`config.mk`:
```
export PLATFORM = sky130hd
export DESIGN_NAME = fp_busreq_flat
export DESIGN_NICKNAME = d
export VERILOG_FILES = /design/src/rtl/fp_busreq_if.sv /design/src/rtl/fp_busreq.sv /design/src/flat_wrapper.sv
export SDC_FILE = /design/constraint.sdc
export NUM_CORES = 1
export LEC_CHECK = 0
export CAP_MARGIN = 10
export CORE_AREA = 5 5 102 104
export CTS_CLUSTER_DIAMETER = 80
export DETAILED_ROUTE_END_ITERATION = 8
export DIE_AREA = 0 0 107 109
export HOLD_SLACK_MARGIN = 0.12
export PLACE_DENSITY_LB_ADDON = 0.15
export SYNTH_ARGS = -nofsm -noshare
export SYNTH_HDL_FRONTEND = slang
export SYNTH_SLANG_ARGS = --single-unit
export TNS_END_PERCENT = 5
```
`constraint.sdc`:
```
create_clock -name clk_sys -period 2.15 [get_ports clk_sys]
set_input_delay 0.43 -clock clk_sys [delete_from_list [all_inputs] [get_ports clk_sys]]
set_output_delay 0.43 -clock clk_sys [all_outputs]
set_load 0.01 [all_outputs]
```
`src/rtl/fp_busreq_if.sv`:
```
// rtl/fp_busreq_if.sv - FPU request and memory bus signal bundle for fp_busreq
interface fp_busreq_if;
  logic        sr_fp;
  logic        read_fp;
  logic [15:0] ad_fp;
  logic [15:0] dt_fp;
  logic        zw;
  logic        ok;
  logic        en;
  logic [15:0] dt_bus;
  logic        zg;
  logic        r;
  logic        w;
  logic [15:0] ad_bus;
  logic [15:0] dt_out;
  logic [15:0] rdata;
  logic        ok_fp;
  logic        nomem;
  logic        alarm;
  logic        busy;

  modport master (
    input  sr_fp, read_fp, ad_fp, dt_fp, zw, ok, en, dt_bus,
    output zg, r, w, ad_bus, dt_out, rdata, ok_fp, nomem, alarm, busy
  );

  modport slave (
    output sr_fp, read_fp, ad_fp, dt_fp, zw, ok, en, dt_bus,
    input  zg, r, w, ad_bus, dt_out, rdata, ok_fp, nomem, alarm, busy
  );
endinterface

```
`src/rtl/fp_busreq.sv`:
```
// rtl/fp_busreq.sv - FPU memory requester: request edge -> granted bus cycle -> completion strobe
module fp_busreq #(
  parameter logic [7:0] TIMEOUT = 8'd200
) (
  input  logic         clk_sys,
  input  logic         reset_,
  fp_busreq_if.master  bus
);

  typedef enum logic [2:0] {S_IDLE, S_REQ, S_CMD, S_REL, S_ALM} state_t;

  state_t      state_q, state_n;
  logic        sr_s, sr_q, rfp_s, zw_s, ok_s, en_s;
  logic [15:0] adf_s, dtf_s, dtb_s;
  logic        pend_q, pend_n, rd_q, rd_n;
  logic [7:0]  cnt_q, cnt_n;
  logic        zg_q, zg_n, r_q, r_n, w_q, w_n;
  logic        ok_fp_q, ok_fp_n, nomem_q, nomem_n, alarm_q, alarm_n, busy_q;
  logic [15:0] ad_q, ad_n, dto_q, dto_n, rdata_q, rdata_n;
  logic        req_edge;

  // Every input passes through one register stage, so outputs never see inputs combinationally.
  assign req_edge = sr_s & ~sr_q;

  always_comb begin
    state_n = state_q;
    pend_n  = pend_q;
    rd_n    = rd_q;
    cnt_n   = cnt_q;
    zg_n    = zg_q;
    r_n     = r_q;
    w_n     = w_q;
    ad_n    = ad_q;
    dto_n   = dto_q;
    rdata_n = rdata_q;
    ok_fp_n = 1'b0;
    nomem_n = nomem_q;
    alarm_n = alarm_q;
    if (req_edge && state_q != S_IDLE) pend_n = 1'b1;
    case (state_q)
      S_IDLE: begin
        if (req_edge || pend_q) begin
          state_n = S_REQ;
          pend_n  = 1'b0;
          rd_n    = rfp_s;
          ad_n    = adf_s;
          dto_n   = dtf_s;
          nomem_n = 1'b0;
          alarm_n = 1'b0;
          zg_n    = 1'b1;
        end
      end
      S_REQ: begin
        if (zw_s) begin
          state_n = S_CMD;
          r_n     = rd_q;
          w_n     = ~rd_q;
          cnt_n   = 8'd0;
        end
      end
      S_CMD: begin
        if (en_s || ok_s) begin
          state_n = S_REL;
          zg_n    = 1'b0;
          r_n     = 1'b0;
          w_n     = 1'b0;
          ok_fp_n = 1'b1;
          if (en_s)      nomem_n = 1'b1;
          else if (rd_q) rdata_n = dtb_s;
        end else if (cnt_q == TIMEOUT - 8'd1) begin
          state_n = S_ALM;
          zg_n    = 1'b0;
          r_n     = 1'b0;
          w_n     = 1'b0;
          ok_fp_n = 1'b1;
          alarm_n = 1'b1;
        end else if (cnt_q != 8'hFF) begin
          cnt_n = cnt_q + 8'd1;
        end
      end
      S_REL: begin
        if (!ok_s && !en_s) state_n = S_IDLE;
      end
      S_ALM: begin
        state_n = S_IDLE;
      end
      default: begin
        state_n = S_IDLE;
      end
    endcase
  end

  always_ff @(posedge clk_sys or negedge reset_) begin
    if (!reset_) begin
      sr_s    <= 1'b0;
      sr_q    <= 1'b0;
      rfp_s   <= 1'b0;
      zw_s    <= 1'b0;
      ok_s    <= 1'b0;
      en_s    <= 1'b0;
      adf_s   <= 16'd0;
      dtf_s   <= 16'd0;
      dtb_s   <= 16'd0;
      state_q <= S_IDLE;
      pend_q  <= 1'b0;
      rd_q    <= 1'b0;
      cnt_q   <= 8'd0;
      zg_q    <= 1'b0;
      r_q     <= 1'b0;
      w_q     <= 1'b0;
      ad_q    <= 16'd0;
      dto_q   <= 16'd0;
      rdata_q <= 16'd0;
      ok_fp_q <= 1'b0;
      nomem_q <= 1'b0;
      alarm_q <= 1'b0;
      busy_q  <= 1'b0;
    end else begin
      sr_s    <= bus.sr_fp;
      sr_q    <= sr_s;
      rfp_s   <= bus.read_fp;
      zw_s    <= bus.zw;
      ok_s    <= bus.ok;
      en_s    <= bus.en;
      adf_s   <= bus.ad_fp;
      dtf_s   <= bus.dt_fp;
      dtb_s   <= bus.dt_bus;
      state_q <= state_n;
      pend_q  <= pend_n;
      rd_q    <= rd_n;
      cnt_q   <= cnt_n;
      zg_q    <= zg_n;
      r_q     <= r_n;
      w_q     <= w_n;
      ad_q    <= ad_n;
      dto_q   <= dto_n;
      rdata_q <= rdata_n;
      ok_fp_q <= ok_fp_n;
      nomem_q <= nomem_n;
      alarm_q <= alarm_n;
      busy_q  <= (state_n != S_IDLE);
    end
  end

  assign bus.zg     = zg_q;
  assign bus.r      = r_q;
  assign bus.w      = w_q;
  assign bus.ad_bus = ad_q;
  assign bus.dt_out = dto_q;
  assign bus.rdata  = rdata_q;
  assign bus.ok_fp  = ok_fp_q;
  assign bus.nomem  = nomem_q;
  assign bus.alarm  = alarm_q;
  assign bus.busy   = busy_q;

endmodule

```
`src/flat_wrapper.sv`:
```
// flat-port wrapper written by rule: the top's interface ports become plain ports
module fp_busreq_flat 
#(
  parameter logic [7:0] TIMEOUT = 8'd200
)
  (clk_sys, reset_, bus_sr_fp, bus_read_fp, bus_ad_fp, bus_dt_fp, bus_zw, bus_ok, bus_en, bus_dt_bus, bus_zg, bus_r, bus_w, bus_ad_bus, bus_dt_out, bus_rdata, bus_ok_fp, bus_nomem, bus_alarm, bus_busy);
  fp_busreq_if bus_i ();
  input  logic clk_sys;
  input  logic reset_;
  input wire logic [$bits(bus_i.sr_fp)-1:0] bus_sr_fp;
  input wire logic [$bits(bus_i.read_fp)-1:0] bus_read_fp;
  input wire logic [$bits(bus_i.ad_fp)-1:0] bus_ad_fp;
  input wire logic [$bits(bus_i.dt_fp)-1:0] bus_dt_fp;
  input wire logic [$bits(bus_i.zw)-1:0] bus_zw;
  input wire logic [$bits(bus_i.ok)-1:0] bus_ok;
  input wire logic [$bits(bus_i.en)-1:0] bus_en;
  input wire logic [$bits(bus_i.dt_bus)-1:0] bus_dt_bus;
  output wire logic [$bits(bus_i.zg)-1:0] bus_zg;
  output wire logic [$bits(bus_i.r)-1:0] bus_r;
  output wire logic [$bits(bus_i.w)-1:0] bus_w;
  output wire logic [$bits(bus_i.ad_bus)-1:0] bus_ad_bus;
  output wire logic [$bits(bus_i.dt_out)-1:0] bus_dt_out;
  output wire logic [$bits(bus_i.rdata)-1:0] bus_rdata;
  output wire logic [$bits(bus_i.ok_fp)-1:0] bus_ok_fp;
  output wire logic [$bits(bus_i.nomem)-1:0] bus_nomem;
  output wire logic [$bits(bus_i.alarm)-1:0] bus_alarm;
  output wire logic [$bits(bus_i.busy)-1:0] bus_busy;
  assign bus_i.sr_fp = bus_sr_fp;
  assign bus_i.read_fp = bus_read_fp;
  assign bus_i.ad_fp = bus_ad_fp;
  assign bus_i.dt_fp = bus_dt_fp;
  assign bus_i.zw = bus_zw;
  assign bus_i.ok = bus_ok;
  assign bus_i.en = bus_en;
  assign bus_i.dt_bus = bus_dt_bus;
  assign bus_zg = bus_i.zg;
  assign bus_r = bus_i.r;
  assign bus_w = bus_i.w;
  assign bus_ad_bus = bus_i.ad_bus;
  assign bus_dt_out = bus_i.dt_out;
  assign bus_rdata = bus_i.rdata;
  assign bus_ok_fp = bus_i.ok_fp;
  assign bus_nomem = bus_i.nomem;
  assign bus_alarm = bus_i.alarm;
  assign bus_busy = bus_i.busy;
  fp_busreq #(.TIMEOUT(TIMEOUT)) u_core (.clk_sys(clk_sys), .reset_(reset_), .bus(bus_i));
endmodule
```
==> results of run 1 <==
registers in the layout (all words and copies together), names as in the netlist, 3 cells and up:
name / count
u_core.adf_s: 16
u_core.bus.ad_bus: 16
u_core.bus.dt_out: 16
u_core.bus.rdata: 16
u_core.dtb_s: 16
u_core.dtf_s: 16
u_core.cnt_q: 8
u_core.state_q: 3
routing by layer:
layer / GRT usage, % / wire length (µm)
met1: 17.7 / 3320
met2: 23.2 / 3930
met3: 6.87 / 629
met4: 5.02 / 88
met5: 0 / 0
report_power, final:
group	internal (µW)	switching, µW
logic	1470	915
clock network	1750	947
registers	2900	331
total	6130	2190
synth_stat cells (2+ instances only):
master and number:
dfrtp_1 122, mux2_2 49, a21oi_1 10, nand2_1 10, nor2_1 7, a31oi_1 6, o21ai_0 6, and3_1 4
inv_1 4, nand3_1 4, buf_2 3, o21a_1 3, nor2b_1 2, nor3_1 2, nor3_4 2
cell type report:
class | instances | area share, %
inverter | 4 | 0.252
sequential | 122 | 51.2
clock inverter | 12 | 2.54
tap | 114 | 2.39
clock buffer | 19 | 7.07
timing repair buffer | 116 | 19.8
multi-input combinational | 121 | 16.7
kinds of logic after synthesis:
group | after synthesis | synth area share [%]
AOI/OAI and AO/OA | 33 | 4.91
adders and majority gates | 1 | 0.305
buffers and inverters | 10 | 1.46
DFF | 122 | 74.5
muxes | 50 | 13.7
and+or+nand+nor | 37 | 5.13
through the flow:
step                      instances  total power, µW  utilization, %
after floorplan                 253             4300               -
after global placement          476             5620            56.9
after detailed placement        476             5690            56.9
after CTS                       508             8450            63.0
after global routing            508             8760            63.0
final                           508             8320            63.0
worst paths after layout:
check,to,slack (ns),cells past startpoint
min,u_core.sr_q,0.37,0
min in group asynchronous,u_core.dtb_s[4],0.45,2
max,u_core.cnt_q[7],0.24,4
min reg2reg,u_core.sr_q,0.37,0
max reg2reg,u_core.cnt_q[7],0.24,4
max in group asynchronous,u_core.bus.dt_out[11],1.07,3
worst max-delay path, delay by kind of cell, from the launching register on:
kind	cells	cell delay (ns)
AO/OA/AOI/OAI	2	0.53
flip-flops	1	0.44
AND/OR/NAND/NOR	2	0.82
==> impl_metrics.csv, run 1 <==
group,metric,value,unit
global_route,grt_max_degree,52,
sta,setup_viol,0,
setup_path,crit_start,"u_core.state_q[0]",
setup_path,cp-end-kind,"flop",
sta,worstMarginPinSlew,0.575,ns
clock_tree,cts-htree-levels,4,
global_route,grt_pass1_wl,13000,µm
floorplan,die_area,11700,µm²
setup_path,slowest_delay,0.54,ns
yosys,ys_warn_count,0,
drt,via_per_inst,4.91,
sta,worst_slack,0.244,ns
drt,wirelength,7960,µm
floorplan,die_h,109,µm
yosys,ys_seq_area_share,74.5,%
drt,antenna_left,0,
yosys,synth.distinct_cells,34,
min_path,min_path_type,"reg2reg",
clock_tree,cts_buffer_depth,2,
yosys,syn_area,4100,µm²
finish,layout_commonest_cell,"dfrtp_1",
yosys,synth_cells,253,
yosys,async_flop_share,100,%
global_route,grt.total_usage,14.6,%
drt,vias,2496,
yosys,synth_fp_nets,309,
global_route,grt_pass1_vias,2665,
setup_path,slowest_stage,"or3b_1",
sta,fin_setup_tns,0,ns
placement,place_congestion,0.816,
global_route,antenna_found_initial,0,
setup_path,r2r_start,"u_core.state_q[0]",
clock_tree,cts_setup_buffers,0,
setup_path,crit_type,"reg2reg",
floorplan,pin_count,110,
placement,place_ws,0.247,ns
setup_path,cp_data_required_time,2.52,ns
floorplan,die_w,107,µm
sta,finalCriticalPeriod,1.91,ns
finish,postLayoutCellArea,5960,µm²
finish,nets,438,
yosys,ys_seq_elements,122,
yosys,yosysTopAreaCellShare,74.5,%
clock_tree,cts_buffers,17,
finish,final_cell_mix,"dfrtp_1 (122), clkdlybuf4s50_1 (108), mux2_2 (49)",
yosys,yosysTopAreaCell,"dfrtp_1",
setup_path,cp-start-kind,"flop",
finish,multi_input_area,997,µm²
clock_tree,clk_pin_slew,0.06,ns
yosys,synth-main-ff-cell,"dfrtp_1",
placement,dpl.hpwl,5570,µm
sta,fmax,525,MHz
clock_tree,cts_tree,"done",
floorplan,row_count,36,
finish,regArea,3050,µm²
sta,finClkSkew,0.00799,ns
finish,diodes,0,
power_and_ir_drop,worst_ir_drop_vdd,0.000873,V
drt,drt_iter0_markers,117,
yosys,syn_avg_cell_area,16.2,µm²
setup_path,worstPathCellList,"or3b_1 > nor3_4 > a21boi_1 > a221o_1",
sta,min_period_over_period,88.6,%
clock_tree,cts.sinks,122,
sta,holdWs,0.374,ns
power_and_ir_drop,p_leak,0.00262,µW
clock_tree,cts_resized,0,
finish,area_growth,45.5,%
min_path,hp-start,"u_core.sr_s",
finish,n_fill_cell,730,
power_and_ir_drop,powerDensity,1400,nW/µm²
sta,hold_violations,0,
drt,wl_per_cell,15.7,µm
sta,drv_slew,0,
placement,place_area,5380,µm²
run,cap_violations,0,
sta,grt_setup_unrepaired,"no",
clock_tree,holdBufCountCts,1,
floorplan,coreArea,9460,µm²
drt,first_pass_iters,4,
setup_path,cp.arrival,2.28,ns
finish,drive_gt1_share,22.3,%
clock_tree,clock_latency,0.49,ns
yosys,synthTopCellsByArea,"dfrtp_1 (74%), mux2_2 (13%), a21oi_1 (1.2%)",
sta,relSlewSlack,61.2,%
drt,route.detailed.drc,0,
floorplan,start_util,43.3,%
global_route,overflow,0,
placement,portBuffers,109,
clock_tree,cts_root_buffer,"clkbuf_8",
yosys,synth_edf_count,0,
setup_path,cp_max_fo,8,
run_status,status,"finished, final reports clean",
No activity file was read; power rests on OpenSTA's default activity.
==> run 2, diff against run 1 <==
- SLEW_MARGIN: not set -> 20
==> results of run 2 <==
Final layout, timing and power as in run 1 (identical DEF).
==> run 3, diff against run 2 <==
- GPL_TIMING_DRIVEN: not set -> 0
- MAX_ROUTING_LAYER: not set -> met4
- PLACE_DENSITY: not set -> 0.74
- PLACE_DENSITY_LB_ADDON: 0.15 -> not set
==> run 3 against run 2 <==
Effect of this change:
- wire length fell by 0.25%
- core utilization fell by 0.37 points
- die area did not move
- sequential share of layout area rose by 0.30 points
- clock power fell by 5%
- worst hold slack got worse by 0.021 ns
- final cell count rose by 0.39%
- critical path depth rose by 1
- worst setup slack got worse by 0.12 ns
- first-iteration DRC count fell by 58%
==> impl_metrics.csv, run 3 (synthesized netlist as in run 1, its figures left out) <==
group,metric,value,unit
power_and_ir_drop,p_switching,2240,µW
run,cap_violations,0,
setup_path,crit_type,"reg2reg",
clock_tree,clk_pin_slew,0.06,ns
setup_path,cp_max_fo,10,
drt,via_per_inst,4.92,
finish,final_util,62.7,%
min_path,hp-start,"bus_dt_fp[7]",
sta,relSlewSlack,59.6,%
clock_tree,cts-htree-levels,4,
floorplan,die_h,109,µm
floorplan,start_util,43.3,%
global_route,grt.total_usage,15.4,%
clock_tree,clock_latency,0.51,ns
sta,min_period_over_period,94.4,%
floorplan,die_w,107,µm
placement,dpl.hpwl,5410,µm
setup_path,cp-end-kind,"flop",
clock_tree,cts_root_buffer,"clkbuf_8",
finish,drive_gt1_share,23.0,%
sta,worst_slack,0.121,ns
sta,finalCriticalPeriod,2.03,ns
placement,place_area,5360,µm²
power_and_ir_drop,pwr-share-comb,29.0,%
power_and_ir_drop,clkPwrFrac,31.5,%
floorplan,pin_count,110,
power_and_ir_drop,p_seq_share,39.5,%
sta,fmax,493,MHz
finish,area_growth,44.6,%
clock_tree,cts_buffers,17,
setup_path,cp-start-kind,"flop",
floorplan,die_area,11700,µm²
global_route,antenna_found_initial,0,
finish,postLayoutCellArea,5930,µm²
clock_tree,cts.sinks,122,
finish,nets,439,
sta,drv_slew,0,
sta,setup_viol,0,
power_and_ir_drop,netSwitchingFraction,27.4,%
global_route,grt_pass1_vias,2803,
sta,hold_violations,0,
clock_tree,cts_setup_buffers,0,
drt,drt_iter0_markers,49,
sta,worstMarginPinSlew,0.599,ns
drt,route.detailed.drc,0,
setup_path,r2r_start,"u_core.state_q[0]",
setup_path,cp_data_required_time,2.55,ns
drt,vias,2508,
power_and_ir_drop,p_int,5930,µW
drt,first_pass_iters,4,
finish,diodes,0,
run_status,status,"finished, final reports clean",
sta,finClkSkew,0.00551,ns
global_route,grt_max_degree,69,
clock_tree,cts_buffer_depth,2,
drt,wirelength,7940,µm
power_and_ir_drop,powerDensity,1380,nW/µm²
power_and_ir_drop,worst_ir_drop_vdd,0.000681,V
sta,grt_setup_unrepaired,"no",
finish,layout_commonest_cell,"dfrtp_1",
placement,portBuffers,109,
placement,place_ws,0.0801,ns
placement,place_congestion,0.775,
floorplan,row_count,36,
drt,wl_per_cell,15.6,µm
clock_tree,cts_tree,"done",
power_and_ir_drop,p_leak,0.00261,µW
setup_path,crit_start,"u_core.state_q[0]",
drt,antenna_left,0,
sta,fin_setup_tns,0,ns
finish,final_cell_mix,"dfrtp_1 (122), clkdlybuf4s50_1 (108), mux2_2 (49)",
global_route,overflow,0,
min_path,min_path_type,"in2reg",
floorplan,coreArea,9460,µm²
global_route,grt_pass1_wl,13300,µm
setup_path,cp.arrival,2.43,ns
run 3: cell types whose count changed in the layout (fill, tap and decap cells not counted), sizes merged:
cell | previous run | this run
clkinv | 7 | 9
inv | 4 | 6
bufinv | 3 | 1
run 3: final cells by class:
type / count / area (µm²)
Tap cell: 114 / 143
Clock inverter: 14 / 123
Fill cell: 744 / 3530
Multi-Input combinational cell: 121 / 991
Clock buffer: 18 / 428
Buffer: 6 / 45.0
Timing Repair Buffer: 111 / 1130
Inverter: 4 / 15.0
Sequential cell: 122 / 3050
run 3: path summary, 6_finish.rpt:
| kind | to | slack [ns] | depth (start not counted) |
|---|---|---|---|
| worst max-delay path | u_core.bus.rdata[10] | 0.12 | 5 |
| worst min-delay path | u_core.dtf_s[7] | 0.35 | 1 |
| worst max register to register | u_core.bus.rdata[10] | 0.12 | 5 |
| worst min register to register | u_core.sr_q | 0.37 | 0 |
| max in group asynchronous | u_core.bus.dt_out[9] | 1.02 | 3 |
| min in group asynchronous | u_core.dtb_s[3] | 0.44 | 2 |
run 3: critical path, stage by stage (launching register included):
cell and delay, ns:
dfrtp_1 0.45, or3b_1 0.41, buf_6 0.15, nor3_4 0.36, buf_8 0.21, mux2_2 0.34
run 3: metrics by stage:
stage | total power (µW) | instances | hold WS [ns]
after floorplan | 4300 | 253 | 0.134
final | 8170 | 510 | 0.353
after global routing | 8630 | 510 | 0.324
after global placement | 5590 | 476 | 0.357
after detailed placement | 5670 | 477 | 0.360
after CTS | 8310 | 510 | 0.319
run 3: power by group through the flow:
stage               combinational [µW]  clock [µW]  sequential (µW)
finish                            2370        2570             3230
global placement                  2360           0             3240
detailed placement                2410           0             3260
CTS                               2430        2650             3240
floorplan                          844           0             3450
global route                      2560        2760             3310
run 3: per-layer routing:
metal  global-route usage [%]  part of all wire, %  up-vias
met1                     18.1                   42     1259
met4                     8.13                  2.1        0
li1                         -                    -     1149
met5                        -                    0        -
met2                     23.7                   50       83
met3                     5.09                  6.1       17
run 3: timing repair:
item | CTS | global route
endpoints found under the setup margin | 0 | 9
gates resized for setup | 0 | 1
hold endpoints to repair | 54 | 0
hold buffers | 1 | 0
